==> config.mk <==
export PLATFORM = sky130hd
export DESIGN_NAME = dmem_arbiter
export DESIGN_NICKNAME = d
export VERILOG_FILES = /design/src/rtl/dmem_arbiter_pkg.sv /design/src/rtl/dmem_arbiter_lat_counter.sv /design/src/rtl/dmem_arbiter.sv
export SDC_FILE = /design/constraint.sdc
export NUM_CORES = 1
export LEC_CHECK = 0
export BUFFER_PORTS_ARGS = -buffer_cell sky130_fd_sc_hd__buf_2
export CAP_MARGIN = 15
export CORE_AREA = 2 2 119 121
export CTS_CLUSTER_SIZE = 28
export DETAILED_ROUTE_END_ITERATION = 8
export DIE_AREA = 0 0 121 123
export PLACE_DENSITY = 0.75
export SYNTH_ARGS = -nofsm -noshare
export SYNTH_HDL_FRONTEND = slang
export SYNTH_HIERARCHICAL = 1
export SYNTH_SLANG_ARGS = --single-unit
==> constraint.sdc <==
create_clock -name clk -period 2.2 [get_ports clk]
set_input_delay 0.33 -clock clk [delete_from_list [all_inputs] [get_ports clk]]
set_output_delay 0.33 -clock clk [all_outputs]
set_load 0.05 [all_outputs]
==> src/rtl/dmem_arbiter_pkg.sv <==
// Shared types for the data-memory arbiter: FSM states, access owner, and the
// starvation-override grant decision.
package dmem_arbiter_pkg;

    typedef enum logic [1:0] {
        IDLE  = 2'd0,
        ISSUE = 2'd1,
        WAIT  = 2'd2,
        RESP  = 2'd3
    } arb_state_t;

    typedef enum logic {
        OWN_CORE = 1'b0,
        OWN_DMA  = 1'b1
    } arb_owner_t;

    // The core normally wins; dma wins when alone or once it has been starved.
    function automatic logic dma_wins(input logic core_req,
                                      input logic dma_req,
                                      input logic starved);
        return dma_req && (!core_req || starved);
    endfunction

endpackage

==> src/rtl/dmem_arbiter_lat_counter.sv <==
// Loadable down-counter that times the fixed memory read latency and flags the
// cycle in which the read data is valid.
module arb_lat_counter #(
    parameter int LATENCY = 2
) (
    input  logic clk,
    input  logic reset,
    input  logic load,
    input  logic dec,
    output logic last
);

    localparam int CW = $clog2(LATENCY + 1);

    logic [CW-1:0] cnt_q;
    logic [CW-1:0] cnt_d;

    always_comb begin
        cnt_d = cnt_q;
        if (load) begin
            cnt_d = CW'(LATENCY);
        end else if (dec && (cnt_q != '0)) begin
            cnt_d = cnt_q - 1'b1;
        end
    end

    always_ff @(posedge clk or negedge reset) begin
        if (!reset) begin
            cnt_q <= '0;
        end else begin
            cnt_q <= cnt_d;
        end
    end

    assign last = (cnt_q == CW'(1));

endmodule

==> src/rtl/dmem_arbiter.sv <==
// Shares the single data memory between the MW-stage core port and a dma master,
// sequencing each access IDLE -> ISSUE -> WAIT -> RESP through a fixed-latency memory.
module dmem_arbiter
    import dmem_arbiter_pkg::*;
#(
    parameter int DW       = 32,
    parameter int LATENCY  = 2,
    parameter int MAX_WAIT = 4
) (
    input  logic          clk,
    input  logic          reset,
    input  logic          core_req,
    input  logic          core_we,
    input  logic [DW-1:0] core_addr,
    input  logic [DW-1:0] core_wdata,
    input  logic [2:0]    core_size,
    output logic          core_stall,
    output logic [DW-1:0] core_rdata,
    output logic          core_rvalid,
    input  logic          dma_req,
    input  logic          dma_we,
    input  logic [DW-1:0] dma_addr,
    input  logic [DW-1:0] dma_wdata,
    input  logic [2:0]    dma_size,
    output logic          dma_gnt,
    output logic [DW-1:0] dma_rdata,
    output logic          dma_rvalid,
    output logic          mem_wr_en,
    output logic          mem_rd_en,
    output logic [DW-1:0] mem_addr,
    output logic [DW-1:0] mem_wdata,
    output logic [2:0]    mem_size,
    input  logic [DW-1:0] mem_rdata
);

    localparam int WCW = $clog2(MAX_WAIT + 1);

    arb_state_t     state_q, state_d;
    arb_owner_t     owner_q, owner_d;
    logic           we_q, we_d;
    logic [DW-1:0]  addr_q, addr_d;
    logic [DW-1:0]  wdata_q, wdata_d;
    logic [2:0]     size_q, size_d;
    logic [DW-1:0]  rdata_q, rdata_d;
    logic [WCW-1:0] wait_cnt_q, wait_cnt_d;

    logic lat_load;
    logic lat_dec;
    logic lat_last;
    logic dma_win;
    logic in_resp;

    arb_lat_counter #(
        .LATENCY (LATENCY)
    ) u_lat_counter (
        .clk   (clk),
        .reset (reset),
        .load  (lat_load),
        .dec   (lat_dec),
        .last  (lat_last)
    );

    assign dma_win = dma_wins(core_req, dma_req, wait_cnt_q == WCW'(MAX_WAIT));

    always_comb begin
        state_d    = state_q;
        owner_d    = owner_q;
        we_d       = we_q;
        addr_d     = addr_q;
        wdata_d    = wdata_q;
        size_d     = size_q;
        rdata_d    = rdata_q;
        wait_cnt_d = wait_cnt_q;
        lat_load   = 1'b0;
        lat_dec    = 1'b0;
        dma_gnt    = 1'b0;

        unique case (state_q)
            IDLE: begin
                if (core_req || dma_req) begin
                    state_d = ISSUE;
                    if (dma_win) begin
                        owner_d    = OWN_DMA;
                        we_d       = dma_we;
                        addr_d     = dma_addr;
                        wdata_d    = dma_wdata;
                        size_d     = dma_size;
                        dma_gnt    = 1'b1;
                        wait_cnt_d = '0;
                    end else begin
                        owner_d = OWN_CORE;
                        we_d    = core_we;
                        addr_d  = core_addr;
                        wdata_d = core_wdata;
                        size_d  = core_size;
                        // Each arbitration the dma loses brings it closer to a forced win.
                        if (dma_req && (wait_cnt_q != WCW'(MAX_WAIT))) begin
                            wait_cnt_d = wait_cnt_q + 1'b1;
                        end
                    end
                end
            end
            ISSUE: begin
                lat_load = 1'b1;
                state_d  = WAIT;
            end
            WAIT: begin
                lat_dec = 1'b1;
                if (lat_last) begin
                    rdata_d = mem_rdata;
                    state_d = RESP;
                end
            end
            RESP: begin
                state_d = IDLE;
            end
            default: begin
                state_d = IDLE;
            end
        endcase
    end

    always_ff @(posedge clk or negedge reset) begin
        if (!reset) begin
            state_q    <= IDLE;
            owner_q    <= OWN_CORE;
            we_q       <= 1'b0;
            addr_q     <= '0;
            wdata_q    <= '0;
            size_q     <= '0;
            rdata_q    <= '0;
            wait_cnt_q <= '0;
        end else begin
            state_q    <= state_d;
            owner_q    <= owner_d;
            we_q       <= we_d;
            addr_q     <= addr_d;
            wdata_q    <= wdata_d;
            size_q     <= size_d;
            rdata_q    <= rdata_d;
            wait_cnt_q <= wait_cnt_d;
        end
    end

    // Memory-side fields come only from the latches so they stay put while inputs move.
    assign mem_rd_en = (state_q == ISSUE) && !we_q;
    assign mem_wr_en = (state_q == ISSUE) && we_q;
    assign mem_addr  = addr_q;
    assign mem_wdata = wdata_q;
    assign mem_size  = size_q;

    assign in_resp     = (state_q == RESP);
    assign core_rvalid = in_resp && (owner_q == OWN_CORE);
    assign dma_rvalid  = in_resp && (owner_q == OWN_DMA);
    assign core_rdata  = (core_rvalid && !we_q) ? rdata_q : '0;
    assign dma_rdata   = (dma_rvalid && !we_q) ? rdata_q : '0;
    assign core_stall  = core_req && !core_rvalid;

endmodule
==> results_dict.tcl, run 1 <==
set metrics [dict create \
    fin_crit_sh 0.982 \
    clk_latency_ns 0.34 \
    synthToLayoutAreaGrowth_pct 44.3 \
    maxCapViolations 0 \
    crit_path_end_kind "output port" \
    start_util 0.413 \
    status "finished clean" \
    crit_fanout 16 \
    synth.cell_area_mm2 0.00562 \
    grt_first_pass_wirelength_um 26100 \
    power_frac_seq 0.289 \
    die_y_um 123 \
    intPower_uw 5990 \
    dieArea_mm2 0.0149 \
    tns_ns 0 \
    cts.sinks 108 \
    gp_congestion 0.836 \
    cts-root-buf "clkbuf_16" \
    post-place-ws_ns 0.279 \
    grt.total_usage 0.220 \
    cp_cell_sequence "ha_2 -> and2_4 -> nor2b_4 -> buf_8 -> and2_2 -> buf_6" \
    mostFrequentLayoutCells "buf_2, nand2_1, dfrtp_1" \
    nets 1048 \
    fmaxAchievable_mhz 463 \
    rr_worst_depth 8 \
    hold_depth 2 \
    path_depth 6 \
    syn_nets 765 \
    row_count 43 \
    insertedDiodeCount 0 \
    critPathRequiredTime_ns 1.87 \
    pwr_density_cell_mw_per_mm2 1520 \
    rsz0062_at_grt "true" \
    dp_hpwl_um 11800 \
    antenna_found_initial 1 \
    ys_seq_area_frac 0.481 \
    slowest_delay_ns 0.40 \
    final.setup_skew_ns 0.00715 \
    slew_headroom 0.609 \
    post_drt_wl_per_cell_um 16.8 \
    p_comb_frac 0.585 \
    drt-total-wl_um 17700 \
    drt_iter0_markers 369 \
    yosysWarnings 6 \
    drc 0 \
    timing.final.ws_setup_ns 0.0386 \
    numPortBuffers 308 \
    power.switching_uw 6360 \
    drive_gt1_frac 0.501 \
    hp-class "input pin to register" \
    grt_pass1_vias 5237 \
    h-tree-depth 3 \
    viasPerCell 5.29 \
    p_leak_uw 0.00399 \
    cts_tree "built" \
    path_buf_inv 2 \
    grt_remaining_overflow 0 \
    cts_inserted_buffers 9 \
    ant_nets 0 \
    vias 5573 \
    avgSynthCellArea_um2 9.61 \
    layout_commonest_cell "buf_2" \
    crit_path_start_kind "register" \
    period_minus_slack_ns 2.16 \
    synth-seq-cells 108 \
    clockBufferDepth 2 \
    tightest_slew_ns 0.586 \
    setup_viol 0 \
    p_sw_frac 0.515 \
    worstPathArrival_ns 1.83 \
    timing.hold.ws_ns 0.222 \
    die_w_um 121 \
    design.portCount 309 \
    ys_types 31 \
    worstSetupPathType "register to output port" \
    clk_pin_slew_ns 0.07 \
    grt_max_degree 74 \
    slowest_stage "dfrtp_1" \
    synthCells 585 \
    crit_family "simple AND/OR/NAND/NOR gates" \
    ir_drop_uv 726 \
    hold_viol 0 \
    clockPowerShare 0.126 \
    core_mm2 0.0136 \
    slew_viol_final 0 \
    dr.pass1.iters 4 \
]
-- sequential cells by signal, indices dropped and copies added (netlist names) --
register and flops:
mem_wdata 32, owner_q 1, state_q 2, rdata_q 32, mem_addr 32, u_lat_counter/cnt_q 2
mem_size 3, wait_cnt_q 3, we_q 1
-- kinds of logic (layout without fill, tap and decap cells) --
family | Yosys count | in the layout | synth area share
muxes | 34 | 34 | 0.0688
DFF | 108 | 108 | 0.481
AOI/OAI and AO/OA | 80 | 80 | 0.123
buffers and inverters | 63 | 351 | 0.0490
and+or+nand+nor | 292 | 292 | 0.261
adders and majority gates | 8 | 8 | 0.0178
-- layout make-up --
type | instances | area (um^2)
fillers | 1208 | 5500
multi-input cells | 414 | 2730
flip-flops and latches | 108 | 2700
repair buffers | 328 | 2150
clock buffers | 13 | 260
well taps | 180 | 225
inverters | 7 | 26.3
clock inverters | 3 | 21.3
-- path summary, 6_finish.rpt --
kind | start | endpoint | slack [ns]
setup reg to reg | state_q[1]$_DFFE_PN0P_ | mem_wdata[15]$_DFFE_PN0P_ | 0.14
min in group asynchronous | reset | mem_addr[5]$_DFFE_PN0P_ | 0.43
hold reg to reg | mem_wdata[13]$_DFFE_PN0P_ | mem_wdata[13]$_DFFE_PN0P_ | 0.48
max in group asynchronous | reset | mem_wdata[22]$_DFFE_PN0P_ | 1.05
setup / recovery | state_q[0]$_DFFE_PN0P_ | dma_rdata[17] | 0.04
hold / removal | mem_rdata[30] | rdata_q[30]$_DFFE_PN0P_ | 0.22
-- power groups by stage --
stage / combinational (uW) / clock [uW] / sequential, uW
floorplan: 3140 / 0 / 5560
global placement: 6820 / 0 / 3550
detailed placement: 6940 / 0 / 3570
CTS: 6980 / 1590 / 3550
global route: 7670 / 1680 / 3690
finish: 7230 / 1550 / 3570
-- synth_stat cells, drive strengths merged --
master / n / share of area
dfrtp: 108 / 0.48
mux2: 34 / 0.069
o22a: 1 / 0.0016
nor2b: 3 / 0.0033
o21ai: 4 / 0.0036
clkbuf: 38 / 0.026
nor3b: 1 / 0.0013
and2: 68 / 0.076
a21o: 2 / 0.0027
nor3: 1 / 0.00089
o21a: 1 / 0.0013
nor2: 5 / 0.0033
o211ai: 68 / 0.11
ha: 8 / 0.018
a21boi: 1 / 0.0013
and2b: 1 / 0.0013
a21oi: 2 / 0.0018
and4bb: 1 / 0.0022
inv: 7 / 0.0047
nand2b: 2 / 0.0022
nand4: 69 / 0.077
nand2: 141 / 0.094
a21bo: 1 / 0.0018
buf: 18 / 0.019
-- layer usage --
layer	routed length, um	vias to the layer above	track usage
met5	13	-	0
met4	459	2	0.0901
met3	1240	32	0.0429
met2	8930	232	0.371
met1	7060	2694	0.278
li1	-	2613	-
-- worst register-to-register path: cells and delay by family (launching register included) --
kind                     cells  cell delay [ns]
buffers and inverters        4             0.92
AND/OR/NAND/NOR              1             0.19
adder cells (fa/ha/maj)      1             0.21
flip-flops                   1             0.40
AO/OA/AOI/OAI                2             0.21
-- through the flow --
step / cell area [um^2] / power [uW] / utilization / cells
global route: 8110 / 13000 / 0.596 / 1053
finish: 8110 / 12300 / 0.596 / 1053
detailed placement: 7390 / 10500 / 0.543 / 1033
floorplan: 5660 / 8700 / - / 585
global placement: 7390 / 10400 / 0.543 / 1033
CTS: 7770 / 12100 / 0.571 / 1050
-- timing repair --
action                                 CTS  global route
buffers inserted                         0             1
gates cloned                             0             2
endpoints found under the hold margin   19             0
gates resized for setup                 35           129
setup endpoints to repair               37            65
hold buffers                             1             0
No activity file was read; power rests on OpenSTA's default activity.
==> run 2, diff against run 1 <==
==> constraint.sdc (replaced) <==
create_clock -name clk -period 2.2 [get_ports clk]
set_input_delay 0 -clock clk [delete_from_list [all_inputs] [get_ports clk]]
set_output_delay 0 -clock clk [all_outputs]
set_load 0.05 [all_outputs]
==> results_dict.tcl, run 2 (synthesized netlist as in run 1, its figures left out) <==
set metrics [dict create \
    ir_drop_uv 998 \
    mostFrequentLayoutCells "buf_2, dlygate4sd3_1, nand2_1" \
    vias 6422 \
    design.portCount 309 \
    ant_nets 0 \
    slew_headroom 0.672 \
    critPathRequiredTime_ns 2.49 \
    dp_hpwl_um 11800 \
    finalPower_uw 13600 \
    die_y_um 123 \
    worstPathArrival_ns 2.42 \
    cp_cell_sequence "inv_1 -> ha_1 -> a21bo_2 -> and2_4 -> clkbuf_16 -> o211ai_1 -> dlygate4sd3_1" \
    insertedDiodeCount 0 \
    numPortBuffers 308 \
    post_drt_wl_per_cell_um 16.8 \
    path_buf_inv 3 \
    grt_pass1_vias 6475 \
    clk_latency_ns 0.35 \
    grt_remaining_overflow 0 \
    grt_first_pass_wirelength_um 31500 \
    slowest_delay_ns 0.57 \
    fmaxAchievable_mhz 469 \
    pwr_density_cell_mw_per_mm2 1440 \
    cts-root-buf "clkbuf_16" \
    grt.total_usage 0.267 \
    final.setup_skew_ns 0.00683 \
    h-tree-depth 3 \
    violations "hold timing" \
    fin_crit_sh 0.970 \
    nFillCells 958 \
    synthToLayoutAreaGrowth_pct 67.8 \
    dieArea_mm2 0.0149 \
    grt_max_degree 69 \
    hold_viol 1 \
    drive_gt1_frac 0.388 \
    cts.sinks 108 \
    period_minus_slack_ns 2.13 \
    core_mm2 0.0136 \
    cts_tree "built" \
    seq_area_mm2 0.00270 \
    clockBufferDepth 2 \
    post-route-util 0.693 \
    die_w_um 121 \
    crit_path_start_kind "register" \
    gp_congestion 0.846 \
    hp-class "input pin to register" \
    crit_fanout 17 \
    crit_family "buffers and inverters" \
    status "finished, violations left" \
    multiInputGateArea_mm2 0.00267 \
    slowest_stage "dlygate4sd3_1" \
    p_leak_uw 0.00471 \
    drt-total-wl_um 20500 \
    setup_viol 0 \
    layout_commonest_cell "buf_2" \
    viasPerCell 5.26 \
    clk_pin_slew_ns 0.07 \
    row_count 43 \
    drc 0 \
    drt_iter0_markers 511 \
    slew_viol_final 0 \
    tightest_slew_ns 0.492 \
    cts_inserted_buffers 9 \
    maxCapViolations 0 \
    nets 1217 \
    crit_path_end_kind "register" \
    antenna_found_initial 0 \
    timing.hold.ws_ns -0.0551 \
    worstSetupPathType "register to register" \
    start_util 0.413 \
    dr.pass1.iters 5 \
]
run 2: cell types whose count changed in the layout (fill, tap and decap cells not counted), sizes merged:
cell | previous run | this run
bufinv | 0 | 2
buf | 325 | 327
clkinvlp | 1 | 0
inv | 7 | 8
dlygate4sd3 | 1 | 168
clkbuf | 15 | 12
clkinv | 2 | 3
run 2: final timing paths:
path | start | to | slack, ns | depth (start not counted)
setup / recovery | wait_cnt_q[0]$_DFFE_PN0P_ | mem_wdata[24]$_DFFE_PN0P_ | 0.07 | 7
hold / removal | dma_wdata[29] | mem_wdata[29]$_DFFE_PN0P_ | -0.06 | 3
setup reg to reg | wait_cnt_q[0]$_DFFE_PN0P_ | mem_wdata[24]$_DFFE_PN0P_ | 0.07 | 7
hold reg to reg | owner_q$_DFFE_PN0P_ | owner_q$_DFFE_PN0P_ | 0.49 | 1
max in group asynchronous | reset | rdata_q[29]$_DFFE_PN0P_ | 1.23 | 3
min in group asynchronous | reset | mem_wdata[29]$_DFFE_PN0P_ | 0.16 | 2
run 2: power by group:
part           internal (uW)  switching [uW]
Sequential              2970             612
Combinational           2940            5290
Clock                   1000             743
Total                   6920            6650
run 2: final cells by class:
type,instances,area share
inverter,7,0.00278
clock buffer,10,0.0243
clock inverter,6,0.00928
multi-input combinational,414,0.283
tap,180,0.0239
sequential,108,0.286
timing repair buffer,497,0.370
run 2: what timing repair did:
item / in CTS / in global routing
endpoints found under the setup margin: 0 / 59
resized for setup: 0 / 14
hold buffers: 169 / 0
buffers inserted: 0 / 1
endpoints found under the hold margin: 133 / 0
run 2: through the flow:
stage | setup slack (ns) | instances | setup TNS, ns | instance area (um^2) | hold WS, ns
finish | 0.0664 | 1222 | 0 | 9440 | -0.0551
global route | -0.0164 | 1222 | -0.108 | 9440 | 0.00864
CTS | 0.0204 | 1219 | 0 | 9320 | 0.0274
detailed placement | 0.520 | 1034 | 0 | 7310 | -0.00487
global placement | 0.554 | 1034 | 0 | 7310 | -0.0110
floorplan | 0.251 | 585 | 0 | 5620 | -0.296
run 2: tightest hold or removal path, delay by kind of cell:
kind | cells | cell delay (ns)
buf+inv | 1 | 0.08
compound gates | 1 | 0.10
simple gates | 1 | 0.07
run 2: layer usage:
metal,vias to the layer above,GRT usage,wire (um)
met5,-,0,0
met1,3025,0.307,7690
met2,382,0.475,10300
met4,0,0.134,734
li1,2952,-,-
met3,63,0.0526,1750
